[src/rtl/falling_char_engine.sv]
// falling_char_engine: slot table of falling characters for the typing game.
// Spawns characters, moves them down one row per fall tick, and retires them
// on a key match or when they drop past the bottom row. All table changes are
// mirrored to video RAM through a single registered cell-write stream.
// Optional feature macro: FCE_MULTI_HIT_EN (characters need 1..3 key hits and
// the cell color tracks the hits left; otherwise every match retires at once).
module falling_char_engine #(
    parameter int SLOTS      = 32,
    parameter int COLS       = 70,
    parameter int TOP_ROW    = 2,
    parameter int BOTTOM_ROW = 27,
    parameter int ADDR_W     = 12
) (
    input  logic              clk,
    input  logic              rst,
    input  logic              spawn_tick,
    input  logic [7:0]        spawn_char,
    input  logic [6:0]        spawn_col,
    input  logic [1:0]        spawn_hits,
    input  logic              fall_tick,
    input  logic              key_valid,
    input  logic [7:0]        key_code,
    output logic              key_ready,
    output logic              wr_en,
    output logic [ADDR_W-1:0] wr_addr,
    output logic [10:0]       wr_data,
    output logic [9:0]        hit_score,
    output logic [9:0]        miss_score,
    output logic              hit_evt,
    output logic              miss_evt,
    output logic [6:0]        evt_col,
    output logic              spawn_drop
);
    localparam int IDX_W = (SLOTS > 1) ? $clog2(SLOTS) : 1;
    localparam int ROW_W = $clog2(BOTTOM_ROW + 1);
    localparam logic [IDX_W-1:0] LAST_IDX  = IDX_W'(SLOTS - 1);
    localparam logic [ROW_W-1:0] TOP_R     = ROW_W'(TOP_ROW);
    localparam logic [ROW_W-1:0] BOTTOM_R  = ROW_W'(BOTTOM_ROW);
    localparam logic [9:0]       SCORE_MAX = 10'd999;

    typedef enum logic [2:0] {
        IDLE,
        KEY_SCAN,
        FALL_SCAN,
        FALL_WR,
        SPAWN
    } state_t;

    state_t state, next_state;

    // slot table
    logic [SLOTS-1:0] slot_active;
    logic [7:0]       slot_char [SLOTS];
    logic [6:0]       slot_col  [SLOTS];
    logic [ROW_W-1:0] slot_row  [SLOTS];
`ifdef FCE_MULTI_HIT_EN
    logic [1:0]       slot_hits [SLOTS];
    logic [1:0]       spawn_hits_buf;
    logic [1:0]       cur_hits;
    logic             op_dec;
`else
    logic             unused_spawn_hits;
`endif

    // request latches
    logic       key_pend, fall_pend, spawn_pend;
    logic [7:0] key_buf;
    logic [7:0] spawn_char_buf;
    logic [6:0] spawn_col_buf;

    // scan cursor and control
    logic [IDX_W-1:0] idx;
    logic             idx_clr, idx_inc;
    logic             key_done, fall_done, spawn_done;
    logic             op_clr, op_down, op_spawn;
    logic             wr_en_n, hit_n, miss_n, drop_n;
    logic [ADDR_W-1:0] wr_addr_n;
    logic [10:0]       wr_data_n;

    // current slot view
    logic              cur_active;
    logic [7:0]        cur_char;
    logic [6:0]        cur_col;
    logic [ROW_W-1:0]  cur_row;
    logic [2:0]        cur_color;
    logic [1:0]        spawn_hits_eff;
    logic [ADDR_W-1:0] cur_addr, down_addr, spawn_addr;
    logic              spawn_col_ok;

    // lowest free slot
    logic             free_found;
    logic [IDX_W-1:0] free_idx;

    function automatic logic [ADDR_W-1:0] cell_addr(input logic [ROW_W-1:0] r,
                                                    input logic [6:0] c);
        return ADDR_W'(r) * ADDR_W'(COLS) + ADDR_W'(c);
    endfunction

    assign cur_active = slot_active[idx];
    assign cur_char   = slot_char[idx];
    assign cur_col    = slot_col[idx];
    assign cur_row    = slot_row[idx];
    assign cur_addr   = cell_addr(cur_row, cur_col);
    assign down_addr  = cell_addr(cur_row + ROW_W'(1), cur_col);
    assign spawn_addr = cell_addr(TOP_R, spawn_col_buf);
    assign spawn_col_ok = 32'(spawn_col_buf) < 32'(COLS);
    assign key_ready  = ~key_pend;

`ifdef FCE_MULTI_HIT_EN
    assign cur_hits       = slot_hits[idx];
    assign cur_color      = {1'b0, cur_hits};
    assign spawn_hits_eff = spawn_hits_buf;
`else
    assign cur_color         = 3'b001;
    assign spawn_hits_eff    = 2'd1;
    assign unused_spawn_hits = ^spawn_hits;
`endif

    // priority encoder: scan downward so the lowest free index wins
    always_comb begin
        free_found = 1'b0;
        free_idx   = '0;
        for (int unsigned i = SLOTS; i > 0; i--) begin
            if (!slot_active[i-1]) begin
                free_found = 1'b1;
                free_idx   = IDX_W'(i - 1);
            end
        end
    end

    // state and scan cursor registers
    always_ff @(posedge clk) begin
        if (rst) begin
            state <= IDLE;
            idx   <= '0;
        end else begin
            state <= next_state;
            if (idx_clr)
                idx <= '0;
            else if (idx_inc)
                idx <= idx + IDX_W'(1);
        end
    end

    // next state, table operations and next output values
    always_comb begin
        next_state = state;
        idx_clr    = 1'b0;
        idx_inc    = 1'b0;
        key_done   = 1'b0;
        fall_done  = 1'b0;
        spawn_done = 1'b0;
        op_clr     = 1'b0;
        op_down    = 1'b0;
        op_spawn   = 1'b0;
`ifdef FCE_MULTI_HIT_EN
        op_dec     = 1'b0;
`endif
        wr_en_n    = 1'b0;
        wr_addr_n  = '0;
        wr_data_n  = '0;
        hit_n      = 1'b0;
        miss_n     = 1'b0;
        drop_n     = 1'b0;
        case (state)
            IDLE: begin
                idx_clr = 1'b1;
                if (key_pend)
                    next_state = KEY_SCAN;
                else if (fall_pend)
                    next_state = FALL_SCAN;
                else if (spawn_pend)
                    next_state = SPAWN;
            end
            KEY_SCAN: begin
                if (cur_active && cur_char == key_buf) begin
                    wr_en_n    = 1'b1;
                    wr_addr_n  = cur_addr;
                    key_done   = 1'b1;
                    next_state = IDLE;
`ifdef FCE_MULTI_HIT_EN
                    if (cur_hits > 2'd1) begin
                        op_dec    = 1'b1;
                        wr_data_n = {1'b0, cur_hits - 2'd1, cur_char};
                    end else begin
                        op_clr = 1'b1;
                        hit_n  = 1'b1;
                    end
`else
                    op_clr = 1'b1;
                    hit_n  = 1'b1;
`endif
                end else if (idx == LAST_IDX) begin
                    key_done   = 1'b1;
                    next_state = IDLE;
                end else begin
                    idx_inc = 1'b1;
                end
            end
            FALL_SCAN: begin
                if (cur_active) begin
                    wr_en_n   = 1'b1;
                    wr_addr_n = cur_addr;
                end
                if (cur_active && cur_row != BOTTOM_R) begin
                    next_state = FALL_WR;
                end else begin
                    if (cur_active) begin
                        op_clr = 1'b1;
                        miss_n = 1'b1;
                    end
                    if (idx == LAST_IDX) begin
                        fall_done  = 1'b1;
                        next_state = IDLE;
                    end else begin
                        idx_inc = 1'b1;
                    end
                end
            end
            FALL_WR: begin
                op_down   = 1'b1;
                wr_en_n   = 1'b1;
                wr_addr_n = down_addr;
                wr_data_n = {cur_color, cur_char};
                if (idx == LAST_IDX) begin
                    fall_done  = 1'b1;
                    next_state = IDLE;
                end else begin
                    idx_inc    = 1'b1;
                    next_state = FALL_SCAN;
                end
            end
            SPAWN: begin
                spawn_done = 1'b1;
                next_state = IDLE;
                if (free_found && spawn_col_ok) begin
                    op_spawn  = 1'b1;
                    wr_en_n   = 1'b1;
                    wr_addr_n = spawn_addr;
                    wr_data_n = {1'b0, spawn_hits_eff, spawn_char_buf};
                end else begin
                    drop_n = 1'b1;
                end
            end
            default: next_state = IDLE;
        endcase
    end

    // request latches; a tick arriving while its latch is set merges into it
    always_ff @(posedge clk) begin
        if (rst) begin
            key_pend       <= 1'b0;
            fall_pend      <= 1'b0;
            spawn_pend     <= 1'b0;
            key_buf        <= '0;
            spawn_char_buf <= '0;
            spawn_col_buf  <= '0;
`ifdef FCE_MULTI_HIT_EN
            spawn_hits_buf <= 2'd1;
`endif
        end else begin
            if (key_done)
                key_pend <= 1'b0;
            else if (key_valid && !key_pend) begin
                key_pend <= 1'b1;
                key_buf  <= key_code;
            end
            if (fall_done)
                fall_pend <= 1'b0;
            else if (fall_tick)
                fall_pend <= 1'b1;
            if (spawn_done)
                spawn_pend <= 1'b0;
            else if (spawn_tick && !spawn_pend) begin
                spawn_pend     <= 1'b1;
                spawn_char_buf <= spawn_char;
                spawn_col_buf  <= spawn_col;
`ifdef FCE_MULTI_HIT_EN
                spawn_hits_buf <= (spawn_hits == 2'd0) ? 2'd1 : spawn_hits;
`endif
            end
        end
    end

    // slot occupancy flags
    always_ff @(posedge clk) begin
        if (rst) begin
            slot_active <= '0;
        end else begin
            if (op_clr)
                slot_active[idx] <= 1'b0;
            if (op_spawn)
                slot_active[free_idx] <= 1'b1;
        end
    end

    // slot payload fields; only meaningful while the slot is active
    always_ff @(posedge clk) begin
        if (op_spawn) begin
            slot_char[free_idx] <= spawn_char_buf;
            slot_col[free_idx]  <= spawn_col_buf;
            slot_row[free_idx]  <= TOP_R;
`ifdef FCE_MULTI_HIT_EN
            slot_hits[free_idx] <= spawn_hits_eff;
`endif
        end
        if (op_down)
            slot_row[idx] <= cur_row + ROW_W'(1);
`ifdef FCE_MULTI_HIT_EN
        if (op_dec)
            slot_hits[idx] <= cur_hits - 2'd1;
`endif
    end

    // registered write stream, events and saturating scores
    always_ff @(posedge clk) begin
        if (rst) begin
            wr_en      <= 1'b0;
            wr_addr    <= '0;
            wr_data    <= '0;
            hit_evt    <= 1'b0;
            miss_evt   <= 1'b0;
            spawn_drop <= 1'b0;
            evt_col    <= '0;
            hit_score  <= '0;
            miss_score <= '0;
        end else begin
            wr_en      <= wr_en_n;
            hit_evt    <= hit_n;
            miss_evt   <= miss_n;
            spawn_drop <= drop_n;
            if (wr_en_n) begin
                wr_addr <= wr_addr_n;
                wr_data <= wr_data_n;
            end
            if (hit_n || miss_n)
                evt_col <= cur_col;
            if (hit_n && hit_score != SCORE_MAX)
                hit_score <= hit_score + 10'd1;
            if (miss_n && miss_score != SCORE_MAX)
                miss_score <= miss_score + 10'd1;
        end
    end

endmodule

[config.mk]
export PLATFORM = sky130hd
export DESIGN_NAME = falling_char_engine
export DESIGN_NICKNAME = d
export VERILOG_FILES = /design/src/rtl/falling_char_engine.sv
export SDC_FILE = /design/constraint.sdc
export NUM_CORES = 1
export LEC_CHECK = 0
export CAP_MARGIN = 20
export CORE_MARGIN = 2
export CORE_UTILIZATION = 55
export DETAILED_ROUTE_END_ITERATION = 6
export HOLD_SLACK_MARGIN = 0.06
export PLACE_DENSITY = 0.76
export SLEW_MARGIN = 30
export SYNTH_ARGS = -nofsm -noshare
export SYNTH_HDL_FRONTEND = slang
export SYNTH_SLANG_ARGS = --single-unit
export TNS_END_PERCENT = 100
[constraint.sdc]
create_clock -name clk -period 10.5 [get_ports clk]
set_clock_uncertainty 0.2 [all_clocks]
set_input_delay 2.1 -clock clk [delete_from_list [all_inputs] [get_ports clk]]
set_output_delay 2.1 -clock clk [all_outputs]
set_load 0.01 [all_outputs]
# Yosys cells after proc, flatten, opt, wreduce, memory -nomap -nowiden

Memory sizes are Yosys's and may differ from the RTL's. A register that Yosys moved wholly into a read port is not among the register bits.
Index checks and enable logic that the tools add are counted.

Bits in registers: 120
Bits in latches: 0
RAM bits: 640
ROM bits: 0
Bits of input ports: 30
Output and inout bits: 55
Logic and storage cells: 195
Memories kept: 3

Memory list:

| memory    | depth | bits a word | rd ports | clocked after Yosys merged registers in | write ports | line | text |
|---|---|---|---|---|---|---|---|
| slot_char | 32    | 8           | 1        | 1                                       | 1           | 53   | `logic [7:0] slot_char [SLOTS];` |
| slot_col  | 32    | 7           | 1        | 1                                       | 1           | 54   | `logic [6:0] slot_col [SLOTS];` |
| slot_row  | 32    | 5           | 1        | 1                                       | 1           | 55   | `logic [ROW_W-1:0] slot_row [SLOTS];` |

Add/sub/neg operators: 7
Multipliers: 2
Div/mod/pow operators: 0
$lt $le $gt $ge: 5
Equality and inequality tests: 10
Shift-type cells: 0
Multiplexer cells: 122
Bitwise operators: 7
Reductions and logical operators: 21

Operators with widths:

| operator                                             | number |
|---|---|
| two-way mux 5 bit                                    | 40 |
| two-way mux 32 bit                                   | 3 |
| two-way mux 1 bit                                    | 58 |
| one-hot mux 12 bit (4 select lines)                  | 1 |
| bitwise AND 32 bit                                   | 1 |
| inverter 32 bit                                      | 1 |
| bitwise OR 32 bit                                    | 1 |
| adder 12 x 7 -> 12 bit                               | 2 |
| two-way mux 12 bit                                   | 2 |
| multiplier 5 x 6 -> 11 bit (second input constant)   | 2 |
| adder 10 x 1 -> 10 bit (second input constant)       | 2 |
| != test 10 bit (second input constant)               | 2 |
| two-way mux 3 bit                                    | 6 |
| two-way mux 9 bit                                    | 2 |
| one-hot mux 9 bit (2 select lines)                   | 1 |
| < comparator 5 x 6 -> 1 bit (second input constant)  | 2 |
| one-hot mux 3 bit (4 select lines)                   | 1 |
| adder 5 x 1 -> 5 bit (second input constant)         | 2 |
| demux 1 bit (select 5 bit)                           | 2 |
| >= comparator 5 x 1 -> 1 bit (second input constant) | 2 |
| OR reduction 2 bit                                   | 5 |
| adder 8 x 7 -> 9 bit (first input constant)          | 1 |
| logical AND 1 bit                                    | 9 |
| equality test 8 bit                                  | 1 |
| 18 further kinds                                     | 25 |

# Depth between registers and ports, before layout

Gate-level depths: netlist (run 1).

Word-level depth: 38
Mapped depth: 29
Depth with buffers taken out: 21

# Worst setup path after synthesis (run 1)

No wires, ideal clock.

Path kind: register to register
Start point: register with a tool-made name
End point: register wr_addr[10]
Library setup time: 0.106 ns
Arrival: 6.254 ns
Data required time: 10.194 ns
Slack: 3.940 ns
Stages on the path, launching flop included: 27
Buffers on the path: 6
Clock period less this slack: 6.560 ns
Cell sequence: dfxtp_1 -> buf_6 -> buf_2 -> buf_4 -> buf_4 -> buf_2 -> buf_2 -> mux4_2 -> mux4_2 -> nand2_1 -> and2_1 -> inv_1 -> ha_1 -> and4_1 -> xor2_1 -> ha_1 -> ha_1 -> fa_1 -> xnor2_1 -> ha_1 -> nand2_1 -> o21ai_0 -> nand4_1 -> mux2i_1 -> xnor2_1 -> or3_1 -> o311ai_0

RTL lines:

| what                 | line | text |
|---|---|---|
| end signal, assigned | 333  | `wr_addr <= wr_addr_n;` |
| end, declared        | 25   | `output logic [ADDR_W-1:0] wr_addr,` |

==> metrics, run 1 <==
CP Max Fanout=42; TNS Setup=0 ns; H-Tree Depth=3; CTS Hold Bufs=0; Total Routing Usage GR=26.9%; RSZ-0062 raised after global routing=no; met3 wire len=7590 µm; Netlist cell types=a little under 80; relative slew slack=30.9%; worst slew pin tran=1.03 ns; core area=just under 60,000 µm²; fin util=a little over three fifths; CP bufs+invs=1; Worst Reg-to-Reg Cells=19; Max IR drop VDD=roughly 0.15 mV; DRT Wirelength=just over 80,000 µm; critical path class=reg -> reg; Critical Path, Cell by Cell=buf_4 > and2_1 > a22oi_1 > nand3_1 > nand4_1 > xnor2_1 > ha_1 > ha_1 > ha_1 > a31oi_1 > xnor2_1 > ha_1 > nand2_1 > o21ai_0 > nand4_1 > mux2i_1 > xnor2_1 > or3_1 > o311ai_0; hold crit path type=reg -> reg; Lkg Pwr=approximately 0.011 µW; initial antenna violation count=2; Crit-path slowest cell=and2_1; MaxCap Viol Count=0; Yosys warning total=0; TritonRoute pass-1 iters=6; grt total ovfl=0; Die Wd=248 µm; Hold Fails Final Rpt=0; DRC=0; Final Setup Violations=0; final-stage net count=about 2.3k; Worst setup EP type=register; # IOs=between 80 and 90; fmax=150 MHz; CTS Root Cell=clkbuf_16; Tmin final=~6.7 ns; crit path launch type=register; Longest Clk Path Bufs=3; Clock Latency Late Sink=between 0.6 and 0.7 ns; Std-Cell Rows=89; hold path startpoint=evt_col[5]$_SDFFE_PP0P_; Via density=between 6 and 7; share of layout cells above drive strength 1=between 10 and 15%; met2 wire length=a little under 40,000 µm; hold endpoint=evt_col[5]$_SDFFE_PP0P_; Synth Cell Area=around 33,000 µm²; Die Span Y=approximately 250 µm; sequential-to-total area share from yosys stat=between 60% and 70%; Routed wire per std cell=26.5 µm; hold slack=around 0.28 ns; crit path DAT=between 6 and 7 ns; Hold Path Stages=2; # clock sinks=763; synthesized area per cell=about 15 µm²; ys async rst share=0%; fin. max-slew vios=0; Post-synth EDFFs=640; Detail Route Antenna Nets=0; highest-count cells in the layout ignoring fill and taps=edfxtp_1 (640), nand2_1 (146), mux4_2 (130); synthesis-to-layout area growth=13.1%; GP Congestion=around 0.94; global-route wire length before repair=~120,000 µm; top_reg_cell synth=edfxtp_1; DR iter-0 viols=~2.5k; crit share post-route=between 60% and 70%; Crit path largest cell delay=about 0.77 ns; post-detail-place hpwl=a little over 50,000 µm; Die Area=approximately 61,000 µm²; Reg2Reg Capture Point=wr_addr[10]$_SDFFE_PP0P_; Port Buffers=80; CP most frequent cell=ha_1; CTS resizes=0; commonest non-fill, non-tap cell in the layout=edfxtp_1; number of post-CTS setup repair buffers=0; largest net degree at the start of global routing=approximately 120; critical path depth=19; Clk pin slew, worst setup/hold paths=about 0.06 ns; Vias=20.0k; register-to-register setup slack=approximately 3.8 ns; Cells after Synth=approximately 2.1k; filler instances=roughly 4.2k; PwrDens=around 180 nW/µm²; CTS Buf Count=between 70 and 80; CTS tree=done; vias in the first global route=a little under 20k; Post-Route M1 WL=32,300 µm; CP Data Required Time=approximately 11 ns; run status=completed; crit-path leading delay family=simple AND/OR/NAND/NOR gates; Top Layer Used=met4; Synth Register Bits=763; Initial Util=55.5%
==> worst register-to-register path: stages (launching register included) <==
cell and delay [ns]:
dfxtp_4 0.51, buf_4 0.63, and2_1 0.81, a22oi_1 0.20
nand3_1 0.24, nand4_1 0.40, xnor2_1 0.65, ha_1 0.35
ha_1 0.28, ha_1 0.32, a31oi_1 0.23, xnor2_1 0.11
ha_1 0.35, nand2_1 0.06, o21ai_0 0.29, nand4_1 0.13
mux2i_1 0.20, xnor2_1 0.08, or3_1 0.36, o311ai_0 0.12
==> power by group <==
| group | leakage, µW | total (µW) | switching [µW] | internal [µW] |
|---|---|---|---|---|
| clock network | 0.00121 | 2710 | 1150 | 1560 |
| registers | 0.00666 | 3330 | 36.1 | 3290 |
| logic | 0.00356 | 492 | 286 | 206 |
==> worst max path at each step <==
stage,slack (ns),startpoint,endpoint
floorplan,3.94,register,wr_addr[10]$_SDFFE_PP0P_
global placement,4.00,register,wr_addr[10]$_SDFFE_PP0P_
detailed placement,3.88,register,wr_addr[10]$_SDFFE_PP0P_
CTS,3.78,register,wr_addr[10]$_SDFFE_PP0P_
global route,3.51,register,wr_addr[10]$_SDFFE_PP0P_
finish,3.82,register,wr_addr[10]$_SDFFE_PP0P_
==> kinds of logic after synthesis <==
logic type / share of synthesized area (%)
flip-flops: 66.4
buffers and inverters: 2.36
AND/OR/NAND/NOR: 7.17
other: 0.0115
multiplexers: 13.1
adder cells (fa/ha/maj): 2.09
XOR/XNOR: 1.20
AO/OA/AOI/OAI: 7.61
==> per-layer routing <==
metal | up-vias | track usage (%)
li1 | 8692 | -
met4 | 0 | 10.2
met5 | - | 0
met3 | 181 | 5.57
met2 | 1074 | 42.8
met1 | 10100 | 37.0
==> metrics by stage <==
step,instance area (µm²),std cells,setup slack [ns],power (µW)
after floorplan,32600,2150,3.94,3730
after global placement,34300,2947,4.00,3850
after detailed placement,34300,2947,3.88,3870
after CTS,36900,3088,3.78,6550
after global routing,36900,3089,3.51,6710
final,36900,3090,3.82,6530
==> registers in the layout, summed over array words and instances (netlist names), 3 cells and up, named ones only <==
signal and count:
slot_row 160, slot_char 256, spawn_char_buf 8, wr_addr 12, miss_score 10, state 3
slot_active 32, idx 5, key_buf 8, evt_col 7, hit_score 10, spawn_col_buf 7
wr_data 9, slot_col 224
==> synthesized netlist by cell type (11+ instances only) <==
cell type | n | area [µm²]
a21oi_1 | 91 | 455
a21o_1 | 14 | 105
or3_1 | 11 | 68.8
edfxtp_1 | 640 | 19200
nand3_1 | 44 | 220
nand2b_1 | 11 | 68.8
a311oi_1 | 28 | 245
nor3_1 | 52 | 260
nand4_1 | 28 | 175
o21ai_0 | 47 | 235
a211oi_1 | 23 | 173
nand2_1 | 147 | 552
clkbuf_1 | 53 | 199
nor2_1 | 106 | 398
dfxtp_1 | 123 | 2460
a22oi_1 | 57 | 428
buf_2 | 37 | 185
mux4_2 | 130 | 2930
a31oi_1 | 36 | 225
mux2i_1 | 121 | 1210
inv_1 | 54 | 203
nor4_1 | 11 | 68.8
nor2b_1 | 23 | 144
xor2_1 | 12 | 105
xnor2_1 | 30 | 263
ha_1 | 48 | 601
==> final cells by class <==
type | instances | area [µm²] | share of cell area, %
Clock inverter | 41 | 424 | 1.15
Tap cell | 773 | 967 | 2.62
Antenna cell | 1 | 2.50 | 0.00678
Timing Repair Buffer | 140 | 1280 | 3.47
Multi-Input combinational cell | 1216 | 10200 | 27.8
Clock buffer | 100 | 2080 | 5.64
Inverter | 56 | 210 | 0.569
Sequential cell | 763 | 21700 | 58.8
(Power assumes the default switching activity.)
==> inputs of run 2 (changes only) <==
- PLACE_DENSITY: 0.76 -> 0.79
- clock period: 10.5 -> 5.42 ns (I/O delays scaled with it)
==> run 2 against run 1 <==
Compared with the run above: hold slack got worse by 0.010 ns; count of clock-buffer cells in the layout unchanged; core utilization is 1.5 points higher; critical endpoint unchanged.
==> metrics, run 2 (same netlist as run 1, synthesis figures left out) <==
run status=completed (unchanged); fmax=188 MHz (was 150 MHz); MaxCap Viol Count=0 (unchanged); Lkg Pwr=0.0119 µW (was 0.0114 µW); max FFs per register=256 (unchanged); Die Span Y=248 µm (unchanged); core area=58,800 µm² (unchanged); H-Tree Depth=3 (unchanged); GP Congestion=0.952 (was 0.939); CTS Root Cell=clkbuf_16 (unchanged); Critical Path, Cell by Cell=buf_12 > mux4_2 > mux4_2 > mux2i_4 > inv_2 > ha_4 > and4_4 > xor2_4 > ha_4 > ha_4 > fa_2 > xnor2_2 > ha_4 > nand2_2 > o21ai_2 > nand4_1 > mux2i_1 > xnor2_1 > or3_1 > o311ai_1 (was buf_4 > and2_1 > a22oi_1 > nand3_1 > nand4_1 > xnor2_1 > ha_1 > ha_1 > ha_1 > a31oi_1 > xnor2_1 > ha_1 > nand2_1 > o21ai_0 > nand4_1 > mux2i_1 > xnor2_1 > or3_1 > o311ai_0); fin util=64.3% (was 62.8%); PwrDens=337 nW/µm² (was 177 nW/µm²); Total Routing Usage GR=28.0% (was 26.9%); largest net degree at the start of global routing=136 (was 123); placed cells=3,021 (was 2,947); synthesis-to-layout area growth=15.8% (was 13.1%); CP Max Fanout=6 (was 42); CP Data Required Time=5.76 ns (was 10.79 ns); Clk pin slew, worst setup/hold paths=0.06 ns (about the same); Via density=6.57 (was 6.48); Final Power=12,700 µW (was 6530 µW); RSZ-0062 raised after global routing=yes (was no); commonest non-fill, non-tap cell in the layout=edfxtp_1 (unchanged); Routed wire per std cell=27.0 µm (was 26.5 µm); CTS Hold Bufs=0 (unchanged); Worst setup EP type=register (unchanged); final-stage net count=2,424 (was 2,335); Final Setup Violations=0 (unchanged); worst slew pin tran=1.02 ns (was 1.03 ns); # IOs=85 (unchanged); Std-Cell Rows=89 (unchanged); Die Wd=248 µm (unchanged); CTS Buf Count=76 (unchanged); crit share post-route=98.3% (was 63.6%); Detail Route Antenna Nets=0 (unchanged); registers with the most flip-flops=slot_char (256), slot_col (224), slot_row (160) (unchanged); CP most frequent cell=ha_4 (was ha_1); vias in the first global route=20.4k (was 19.8k); TritonRoute pass-1 iters=6 (unchanged); relative slew slack=31.6% (was 30.9%); Crit-path slowest cell=fa_2 (was and2_1); critical path class=reg -> reg (unchanged); initial antenna violation count=1 (was 2); hold crit path type=reg -> reg (unchanged); crit path DAT=5.66 ns (was 6.97 ns); Clock Latency Late Sink=0.64 ns (was 0.65 ns); share of layout cells above drive strength 1=19.3% (was 15.0%); CTS tree=done (unchanged); highest-count cells in the layout ignoring fill and taps=edfxtp_1 (640), nand2_1 (144), buf_4 (139) (was edfxtp_1 (640), nand2_1 (146), mux4_2 (130)); fin. max-slew vios=0 (unchanged); Max IR drop VDD=0.261 mV (was 0.147 mV); Vias=20.9k (was 20.0k); # clock sinks=763 (unchanged); post-detail-place hpwl=53,700 µm (was 51,200 µm); Initial Util=55.5% (unchanged); Post-Layout Cell Count=3,176 (was 3,090); Die Area=61,300 µm² (unchanged); DRT Wirelength=85,900 µm (was 82,000 µm); grt total ovfl=0 (unchanged); DRC=0 (unchanged); Crit path largest cell delay=0.58 ns (was 0.77 ns); crit path launch type=register (unchanged); Tmin final=5.33 ns (was 6.68 ns); Hold Fails Final Rpt=0 (unchanged); DR iter-0 viols=2,651 (was 2,493); filler instances=4,013 (was 4,223); Largest Register=slot_char (unchanged); Longest Clk Path Bufs=3 (unchanged); global-route wire length before repair=126,000 µm (was 122,000 µm); Port Buffers=80 (unchanged)
[run 2: changes by cell type in the layout (fill, tap and decap cells not counted), sizes merged]
| cell | previous run | this run |
|---|---|---|
| bufinv | 6 | 4 |
| clkbuf | 100 | 104 |
| clkinvlp | 3 | 4 |
| inv | 57 | 59 |
| clkinv | 31 | 27 |
| buf | 61 | 146 |
[run 2: worst paths after layout]
path / start / to / slack [ns] / cells after the start
min reg2reg: evt_col[0]$_SDFFE_PP0P_ / evt_col[0]$_SDFFE_PP0P_ / 0.27 / 2
max: register / wr_addr[10]$_SDFFE_PP0P_ / 0.09 / 20
min: evt_col[0]$_SDFFE_PP0P_ / evt_col[0]$_SDFFE_PP0P_ / 0.27 / 2
max reg2reg: register / wr_addr[10]$_SDFFE_PP0P_ / 0.09 / 20
[run 2: routing by layer]
layer / vias to the layer above / wire, µm / share of wire (%) / track usage, %
li1: 8874 / - / - / -
met1: 10400 / 33300 / 39 / 38.9
met2: 1324 / 40100 / 47 / 43.3
met3: 210 / 9290 / 11 / 5.85
met4: 6 / 3020 / 3.5 / 11.5
met5: - / 115 / 0.13 / 1.67
[run 2: critical path: cells and delay by family (launching register included)]
kind	cells	cell delay, ns
muxes	4	1.45
adders and majority gates	5	1.45
and+or+nand+nor	4	0.70
DFF	1	0.46
xor gates and xnor gates	3	0.45
buffers and inverters	2	0.26
AOI/OAI and AO/OA	2	0.25
[run 2: cell type report]
class                      count  area (µm²)  share of cell area (%)
inverter                      56         213                   0.563
tap                          773         967                    2.56
timing repair buffer         229        2040                    5.41
clock buffer                 100        2010                    5.33
sequential                   763       21700                    57.4
clock inverter                38         360                   0.954
antenna                        1        2.50                 0.00662
multi-input combinational   1216       10500                    27.7
[run 2: what timing repair did]
action | in CTS | in global routing
pin swaps | 0 | 16
endpoints found under the hold margin | 0 | 0
setup buffers | 0 | 13
endpoints found under the setup margin | 1 | 4
gates cloned | 0 | 2
resized for setup | 2 | 35
[run 2: where the power goes]
part / switching (µW) / leakage [µW] / total, µW / internal, µW
sequential: 59.6 / 0.00667 / 6440 / 6380
combinational: 653 / 0.00408 / 1230 / 573
clock: 2240 / 0.00114 / 5080 / 2840
total: 2960 / 0.0119 / 12700 / 9790
[run 2: per-stage QoR]
step | instance area (µm²) | setup slack (ns) | setup TNS [ns] | hold WS, ns
after floorplan | 32800 | -0.221 | -0.524 | 0.265
after global placement | 35000 | 0.0000724 | 0 | 0.259
after detailed placement | 35000 | -0.0439 | -0.0439 | 0.264
after CTS | 37400 | 0.000891 | 0 | 0.273
after global routing | 37800 | -0.0766 | -0.145 | 0.290
final | 37800 | 0.0940 | 0 | 0.269
==> inputs of run 3 (changes only) <==
- CORE_ASPECT_RATIO: default -> 0.8
- SETUP_SLACK_MARGIN: default -> 0.1
==> run 3 against run 2 <==
Compared with the run above: register-to-register slack lost 0.03 ns; combinational power grew 4%; non-clock buffer count shrank 5; critical path type unchanged.
==> metrics, run 3 (same netlist as run 1, synthesis figures left out) <==
fmax=187 MHz (was 188 MHz); Reg2Reg Capture Point=wr_addr[11]$_SDFFE_PP0P_ (was wr_addr[10]$_SDFFE_PP0P_); PwrDens=334 nW/µm² (was 337 nW/µm²); Longest Clk Path Bufs=3 (unchanged); # clock sinks=763 (unchanged); worst slew pin tran=1.03 ns (was 1.02 ns); Detail Route Antenna Nets=0 (unchanged); hold endpoint=evt_col[3]$_SDFFE_PP0P_ (was evt_col[0]$_SDFFE_PP0P_); Hold Fails Final Rpt=0 (unchanged); pre-CTS setup slack=-0.193 ns (was -0.0439 ns); share of layout cells above drive strength 1=18.8% (was 19.3%); Clock Latency Late Sink=0.64 ns (about the same); Clk pin slew, worst setup/hold paths=0.07 ns (was 0.06 ns); global-route wire length before repair=129,000 µm (was 126,000 µm); Total Routing Usage GR=28.3% (was 28.0%); CP Data Required Time=5.70 ns (was 5.76 ns); Routed wire per std cell=27.8 µm (was 27.0 µm); fin util=64.3% (about the same); critical path class=reg -> reg (unchanged); Std-Cell Rows=79 (was 89); Worst setup EP type=register (unchanged); Final Power=12,600 µW (was 12,700 µW); final-stage net count=2,413 (was 2,424); placed instance area=35,000 µm² (about the same); CP Max Fanout=8 (was 6); H-Tree Depth=3 (unchanged); max FFs per register=256 (unchanged); fin. max-slew vios=0 (unchanged); Lkg Pwr=0.0118 µW (was 0.0119 µW); Critical Path, Cell by Cell=buf_12 > mux4_2 > mux4_2 > mux2i_2 > inv_2 > ha_4 > and4_4 > xor2_4 > ha_4 > ha_4 > fa_2 > xnor2_2 > ha_4 > buf_4 > buf_4 > a21oi_2 > nor2_2 > buf_4 > nand4_1 > o41ai_2 > o21ai_1 > a31oi_1 (was buf_12 > mux4_2 > mux4_2 > mux2i_4 > inv_2 > ha_4 > and4_4 > xor2_4 > ha_4 > ha_4 > fa_2 > xnor2_2 > ha_4 > nand2_2 > o21ai_2 > nand4_1 > mux2i_1 > xnor2_1 > or3_1 > o311ai_1); post-detail-place hpwl=54,500 µm (was 53,700 µm); CP most frequent cell=ha_4 (unchanged); final instance area=37,600 µm² (was 37,800 µm²); Largest Register=slot_char (unchanged); grt total ovfl=0 (unchanged); Hold Path Stages=2 (unchanged); core area=58,400 µm² (was 58,800 µm²); DRC=0 (unchanged); hold path startpoint=evt_col[3]$_SDFFE_PP0P_ (was evt_col[0]$_SDFFE_PP0P_); Initial Util=55.9% (was 55.5%); hold slack=0.273 ns (was 0.269 ns); DR iter-0 viols=3,077 (was 2,651); crit path launch type=register (unchanged); largest net degree at the start of global routing=135 (was 136); Via density=6.67 (was 6.57); Die Area=61,300 µm² (about the same); RSZ-0062 raised after global routing=yes (unchanged); relative slew slack=30.5% (was 31.6%); Crit-path slowest cell=fa_2 (unchanged); TritonRoute pass-1 iters=6 (unchanged); register-to-register setup slack=0.06 ns (was 0.09 ns); DRT Wirelength=87,700 µm (was 85,900 µm); MaxCap Viol Count=0 (unchanged); CTS tree=done (unchanged); initial antenna violation count=0 (was 1); Die Span Y=222 µm (was 248 µm); GP Congestion=0.928 (was 0.952); Port Buffers=80 (unchanged); CTS Root Cell=clkbuf_16 (unchanged); CTS Buf Count=70 (was 76); crit share post-route=98.9% (was 98.3%); Die Wd=276 µm (was 248 µm); synthesis-to-layout area growth=15.1% (was 15.8%); commonest non-fill, non-tap cell in the layout=edfxtp_1 (unchanged); CTS Hold Bufs=0 (unchanged); Max IR drop VDD=0.335 mV (was 0.261 mV); Crit path largest cell delay=0.57 ns (was 0.58 ns); ANT cells=0 (was 1); PnR worst setup slack=0.0618 ns (was 0.0940 ns); Tmin final=5.36 ns (was 5.33 ns); run status=completed (unchanged); highest-count cells in the layout ignoring fill and taps=edfxtp_1 (640), nand2_1 (144), buf_4 (132) (was edfxtp_1 (640), nand2_1 (144), buf_4 (139)); vias in the first global route=20.8k (was 20.4k); Final Setup Violations=0 (unchanged); hold crit path type=reg -> reg (unchanged); Worst Reg-to-Reg Cells=22 (was 20); registers with the most flip-flops=slot_char (256), slot_col (224), slot_row (160) (unchanged); # IOs=85 (unchanged); crit path DAT=5.64 ns (was 5.66 ns); Vias=21.0k (was 20.9k)
[run 3: what timing repair did]
action / in CTS / in global routing
endpoints found under the hold margin: 0 / 0
gates resized for setup: 10 / 36
setup endpoints to repair: 6 / 4
setup buffers: 3 / 3
cloned: 0 / 0
pin swaps: 3 / 24
[run 3: area by class of cell]
cell class	count	area [µm²]
fill	3922	20800
sequential	763	21700
timing repair buffer	224	1990
multi-input combinational	1216	10500
clock buffer	94	1940
tap	769	962
clock inverter	32	292
inverter	56	213
[run 3: critical path: cells and delay by family (launching register included)]
kind            cells  cell delay [ns]
fa+ha+maj           5             1.40
mux                 3             1.27
buf+inv             5             0.66
compound gates      4             0.56
flops               1             0.40
xor+xnor            2             0.37
simple gates        3             0.35
[run 3: per-stage QoR]
step	cells	setup TNS, ns
4_1_cts	3151	0
6_report	3154	0
3_5_place_dp	3022	-0.424
3_3_place_gp	3022	-0.136
5_1_grt	3154	-0.177
2_1_floorplan	2150	-0.524
[run 3: where the power goes]
group / total, µW / internal, µW / switching [µW]
Sequential: 6430 / 6370 / 55.5
Combinational: 1280 / 590 / 685
Clock: 4850 / 2640 / 2200
Total: 12600 / 9600 / 2950
[run 3: layer usage]
metal  vias to the layer above  part of all wire [%]  track usage (%)
met5                         -                     0                0
met4                         0                   3.1             9.06
met3                       212                    12             6.63
met2                      1419                    47             44.4
met1                     10600                    39             39.5
li1                       8844                     -                -
[run 3: worst max path at each step]
stage                                    end  cells after the start  startpoint  slack, ns
finish              wr_addr[11]$_SDFFE_PP0P_                     22    register       0.06
global placement    wr_addr[11]$_SDFFE_PP0P_                     23    register      -0.07
floorplan           wr_addr[11]$_SDFFE_PP0P_                     29    register      -0.22
global route        wr_addr[11]$_SDFFE_PP0P_                     22    register      -0.08
detailed placement  wr_addr[11]$_SDFFE_PP0P_                     23    register      -0.19
CTS                 wr_addr[11]$_SDFFE_PP0P_                     23    register       0.11
